File: src/rtl/result_uart_tx.sv
// result_uart_tx: reports a 16-bit result word over a UART line as four
// uppercase ASCII hex digits (MSB nibble first) followed by CR LF, 8N1.
//
// Ports:
//   clk      - system clock, all state updates on its rising edge
//   reset_n  - asynchronous active-low reset
//   data_in  - result word to report, captured when send is accepted
//   send     - transmit request, level-sampled, accepted only while idle
//   busy     - high while a frame is on the line
//   done     - one-cycle pulse after the last stop bit of a frame
//   tx       - registered UART serial output, idles high
module result_uart_tx #(
  parameter int unsigned CLKS_PER_BIT = 868
) (
  input  logic        clk,
  input  logic        reset_n,
  input  logic [15:0] data_in,
  input  logic        send,
  output logic        busy,
  output logic        done,
  output logic        tx
);

  localparam int unsigned BAUD_W  = 16;
  localparam int unsigned WORD_W  = 16;
  localparam int unsigned BYTE_W  = 8;
  localparam logic [2:0]  LAST_BYTE = 3'd5;

  localparam logic [1:0] ST_IDLE  = 2'd0;
  localparam logic [1:0] ST_START = 2'd1;
  localparam logic [1:0] ST_DATA  = 2'd2;
  localparam logic [1:0] ST_STOP  = 2'd3;

  logic [1:0]        state_q, state_d;
  logic [BAUD_W-1:0] baud_q, baud_d;
  logic [2:0]        bit_q, bit_d;
  logic [2:0]        byte_q, byte_d;
  logic [WORD_W-1:0] word_q, word_d;
  logic              tx_q, tx_d;
  logic              busy_q, busy_d;
  logic              done_q, done_d;

  logic [BYTE_W-1:0] cur_byte_c;
  logic              bit_end_c;

  // Nibble to uppercase ASCII hex digit.
  function automatic logic [7:0] hex_ascii(input logic [3:0] n);
    if (n < 4'd10) return 8'h30 + {4'h0, n};
    else           return 8'h37 + {4'h0, n};
  endfunction

  // Byte currently being serialised, selected by byte index.
  always_comb begin
    case (byte_q)
      3'd0:    cur_byte_c = hex_ascii(word_q[15:12]);
      3'd1:    cur_byte_c = hex_ascii(word_q[11:8]);
      3'd2:    cur_byte_c = hex_ascii(word_q[7:4]);
      3'd3:    cur_byte_c = hex_ascii(word_q[3:0]);
      3'd4:    cur_byte_c = 8'h0D;
      default: cur_byte_c = 8'h0A;
    endcase
  end

  assign bit_end_c = (baud_q == BAUD_W'(CLKS_PER_BIT - 1));

  // Next-state and output logic; tx_d is the level for the next bit period.
  always_comb begin
    state_d = state_q;
    baud_d  = bit_end_c ? '0 : baud_q + BAUD_W'(1);
    bit_d   = bit_q;
    byte_d  = byte_q;
    word_d  = word_q;
    tx_d    = tx_q;
    busy_d  = busy_q;
    done_d  = 1'b0;

    case (state_q)
      ST_IDLE: begin
        baud_d = '0;
        tx_d   = 1'b1;
        if (send && !busy_q) begin
          word_d  = data_in;
          state_d = ST_START;
          tx_d    = 1'b0;
          busy_d  = 1'b1;
          byte_d  = '0;
          bit_d   = '0;
        end
      end
      ST_START: begin
        if (bit_end_c) begin
          state_d = ST_DATA;
          bit_d   = '0;
          tx_d    = cur_byte_c[0];
        end
      end
      ST_DATA: begin
        if (bit_end_c) begin
          if (bit_q == 3'd7) begin
            state_d = ST_STOP;
            tx_d    = 1'b1;
          end else begin
            bit_d = bit_q + 3'd1;
            tx_d  = cur_byte_c[3'(bit_q + 3'd1)];
          end
        end
      end
      ST_STOP: begin
        if (bit_end_c) begin
          if (byte_q == LAST_BYTE) begin
            state_d = ST_IDLE;
            byte_d  = '0;
            busy_d  = 1'b0;
            done_d  = 1'b1;
            tx_d    = 1'b1;
          end else begin
            byte_d  = byte_q + 3'd1;
            state_d = ST_START;
            tx_d    = 1'b0;
          end
        end
      end
      default: begin
        state_d = ST_IDLE;
        busy_d  = 1'b0;
        tx_d    = 1'b1;
      end
    endcase
  end

  // State register; reset aborts any frame with the line high.
  always_ff @(posedge clk or negedge reset_n) begin
    if (!reset_n) begin
      state_q <= ST_IDLE;
      baud_q  <= '0;
      bit_q   <= '0;
      byte_q  <= '0;
      word_q  <= '0;
      tx_q    <= 1'b1;
      busy_q  <= 1'b0;
      done_q  <= 1'b0;
    end else begin
      state_q <= state_d;
      baud_q  <= baud_d;
      bit_q   <= bit_d;
      byte_q  <= byte_d;
      word_q  <= word_d;
      tx_q    <= tx_d;
      busy_q  <= busy_d;
      done_q  <= done_d;
    end
  end

  assign tx   = tx_q;
  assign busy = busy_q;
  assign done = done_q;

endmodule

File: config.mk
export PLATFORM = sky130hd
export DESIGN_NAME = result_uart_tx
export DESIGN_NICKNAME = d
export VERILOG_FILES = /design/src/rtl/result_uart_tx.sv
export SDC_FILE = /design/constraint.sdc
export NUM_CORES = 1
export LEC_CHECK = 0
export BUFFER_PORTS_ARGS = -buffer_cell sky130_fd_sc_hd__buf_4
export CAP_MARGIN = 20
export CORE_UTILIZATION = 37
export CTS_BUF_LIST = sky130_fd_sc_hd__clkbuf_8
export CTS_CLUSTER_DIAMETER = 80
export DETAILED_ROUTE_END_ITERATION = 8
export PLACE_DENSITY_LB_ADDON = 0.15
export SKIP_CTS_REPAIR_TIMING = 1
export SYNTH_ARGS = -nofsm -noshare
export SYNTH_HDL_FRONTEND = slang
export SYNTH_SLANG_ARGS = --single-unit
File: constraint.sdc
create_clock -name clk -period 5.9 [get_ports clk]
set_clock_uncertainty 0.15 [all_clocks]
set_input_delay 0.295 -clock clk [delete_from_list [all_inputs] [get_ports clk]]
set_output_delay 0.295 -clock clk [all_outputs]
set_load 0.02 [all_outputs]
==> summary.txt <==
Clock tree
  – Clk_lat worst skew: 0.30 ns
  – Reg clk slew, reported paths: 0.08 ns
  – Clock buffer count from CTS: 5
  – Root Buffer: clkbuf_8
  – H-Tree Depth: 2
  – CTS sink cnt: 43
  – CTS tree: done
  – CTS max path bufs: 2

Timing
  – Setup violators final: 0
  – Worst hold slack: 0.0721 ns
  – Rel. slew slack: 35.6%
  – Fin. Hold Viols: 0
  – Tightest Pin Transition: 0.962 ns
  – Fin crit period: 2.64 ns
  – RSZ-0062 raised after global routing: false
  – TNS Setup: 0 ns
  – Final Max Slew Viols: 0
  – Period utilisation layout: 44.7%
  – Fmax: 379 MHz

Synthesis
  – Post-synthesis compound-gate area fraction: 17.7%
  – Synth warn: 0
  – Share of flip-flops with an asynchronous set or reset: 100%
  – Simple-Gate Fraction of Synth Area: 19.6%
  – Most numerous cell in the Yosys netlist: dfrtp_1
  – Syn nets: 320
  – Number of synthesized flops with an enable pin: 0
  – Post-synthesis mux area share: 7.10%
  – Seq cells post-synth: 43
  – Cell taking the most area after synthesis: dfrtp_1
  – Post-synthesis cell area: 0.00268 mm²
  – Xor and xnor fraction of the mapped netlist area: 4.58%
  – Cells after synthesis: 289
  – Post-synthesis sequential area ratio: 40.2%
  – Top_reg_cell synth: dfrtp_1
  – Top cells by area, synth: dfrtp_1, mux2_2, ha_1, o21ai_0, nand2_1
  – Yosys cell types: 57
  – Synth Area per Inst: 9.26 µm²
  – Commonest cells in the netlist: dfrtp_1, nand2_1, nor2_1
  – Post-Synth Adder-Cell Area: 6.03%
  – Yosys top cell area share: 39.3%
  – Largest family of logic cells by synthesized area: simple AND/OR/NAND/NOR gates

GRT
  – GRT Residual Overflow: 0
  – Vias in the first global route: 1988
  – First-pass GRT wire length: 9520 µm
  – GRT Total Usage: 16.3%
  – Largest net degree at the start of global routing: 44
  – Initial antenna violation count: 0

Floorplanning
  – Initial Util: 38.8%
  – Die area: 0.00758 mm²
  – Die W: 87.1 µm
  – Core area: 0.00691 mm²
  – Core Rows: 30
  – Die Span Y: 87.1 µm
  – IO Count: 22

Power
  – VDD IR max: 0.0000765 V
  – Pwr dens: 183 mW/mm²
  – Overall power: 0.553 mW
  – Leakage power: 1.33 nW

Critical path
  – Worst path slowest cell: nand3b_1
  – WS Path Type: flop to flop
  – Buffers & Inverters on Critical Path: 1
  – Reg2Reg Setup Slack: 3.26 ns
  – Critical path cell sequence: inv_1 -> ha_1 -> nand3b_1 -> and2b_1 -> o2111ai_1 -> o211ai_1 -> a41o_1
  – CP max stage delay: 0.69 ns
  – Setup crit end kind: flop
  – Worst Path Max Fanout: 20
  – CP required: 5.98 ns
  – CP startpoint kind: flop
  – Top delay family on crit path: simple AND/OR/NAND/NOR gates
  – Arr. time, crit path: 2.72 ns

Route
  – Detailed Routing Iterations Pass 1: 4
  – Remaining antenna violation count: 0
  – Initial DRC Count: 122
  – Drt total wl: 5550 µm
  – Via density: 5.14
  – DRC viols: 0
  – DR vias: 2078
  – WL/cell: 13.7 µm

Layout
  – Design Area, Final: 0.00303 mm²
  – Diodes inserted: 0
  – Area Overhead vs Synth: 13.0%
  – Fraction of layout cells with a size suffix above 1: 17.2%
  – Final #Nets: 338
  – Non-Filler Instances: 404

Job
  – Max-cap viol count: 0

Status
  – Status: complete, no violations

Placed design
  – Inst Count DP: 395
  – Hpwl dp: 3900 µm
  – I/O Buffers: 21
  – Placed instance area: 0.00290 mm²
  – Gp weighted congestion: 0.850

Hold path
  – Hold WC Path Type: input port to flop
-- registers in the layout (all words and copies together), names as in the netlist --
register / flops
baud_q: 16
bit_q: 3
busy: 1
byte_q: 3
done: 1
state_q: 2
tx: 1
word_q: 16
-- cells in the final DEF (no fill, tap or decap), types with 4 or more instances in the layout --
| cell | n |
|---|---|
| mux2_2 | 16 |
| a211oi_1 | 4 |
| nand2_1 | 26 |
| and4b_1 | 4 |
| clkbuf_8 | 6 |
| o21ai_0 | 24 |
| nand3_1 | 9 |
| xor2_1 | 8 |
| xnor2_1 | 6 |
| o211ai_1 | 7 |
| nor2_1 | 26 |
| a21oi_1 | 15 |
| inv_1 | 19 |
| buf_4 | 21 |
| nor2b_1 | 6 |
| ha_1 | 12 |
| dfrtp_1 | 42 |
-- logic make-up after synthesis --
family                   Yosys count
buffers and inverters             30
multiplexers                      17
XOR/XNOR                          14
flip-flops                        43
AO/OA/AOI/OAI                     73
AND/OR/NAND/NOR                   99
adder cells (fa/ha/maj)           13
-- layer usage --
| metal | share of wire (%) | GRT usage [%] | routed length (µm) | vias up |
|---|---|---|---|---|
| met5 | 0 | 0 | 0 | - |
| met4 | 1.1 | 5.30 | 62 | 0 |
| met2 | 45 | 25.8 | 2510 | 41 |
| li1 | - | - | - | 1068 |
| met3 | 3.6 | 3.13 | 200 | 5 |
| met1 | 50 | 22.5 | 2780 | 964 |
-- worst paths after layout --
kind / start / end / depth (start not counted)
min reg2reg: baud_q[0]$_DFF_PN0_ / baud_q[0]$_DFF_PN0_ / 1
max reg2reg: state_q[0]$_DFFE_PN0P_ / tx$_DFFE_PN1P_ / 7
max in group asynchronous: reset_n / baud_q[0]$_DFF_PN0_ / 2
min: data_in[7] / word_q[7]$_DFFE_PN0P_ / 2
max: state_q[0]$_DFFE_PN0P_ / tx$_DFFE_PN1P_ / 7
min in group asynchronous: reset_n / word_q[9]$_DFFE_PN0P_ / 2
-- worst register-to-register path, delay by kind of cell (launching register included) --
family                     cells  cell delay [ns]
and+or+nand+nor                2             1.16
DFF                            1             0.44
AOI/OAI and AO/OA              3             0.43
adders and majority gates      1             0.28
buffers and inverters          1             0.10
-- where the power goes --
| group | internal (mW) | total, mW | switching [mW] | leakage (nW) |
|---|---|---|---|---|
| combinational | 0.00802 | 0.0156 | 0.00760 | 0.704 |
| clock | 0.137 | 0.243 | 0.106 | 0.0612 |
| sequential | 0.294 | 0.294 | 0 | 0.567 |
| total | 0.440 | 0.553 | 0.114 | 1.33 |
-- metrics by stage --
stage | setup WS [ns] | util [%]
6_report | 3.26 | 43.8
3_3_place_gp | 3.29 | 42.0
4_1_cts | 3.20 | 43.7
2_1_floorplan | 3.87 | -
3_5_place_dp | 3.21 | 42.0
5_1_grt | 3.04 | 43.8
-- layout make-up --
type                    count  area (µm²)
clock inverters             2        35.0
multi-input cells         216        1470
inverters                  19        71.3
well taps                  96         120
clock buffers               6        82.6
repair buffers             22         168
flip-flops and latches     43        1080
fillers                   712        3880
No activity file was read; power rests on OpenSTA's default activity.
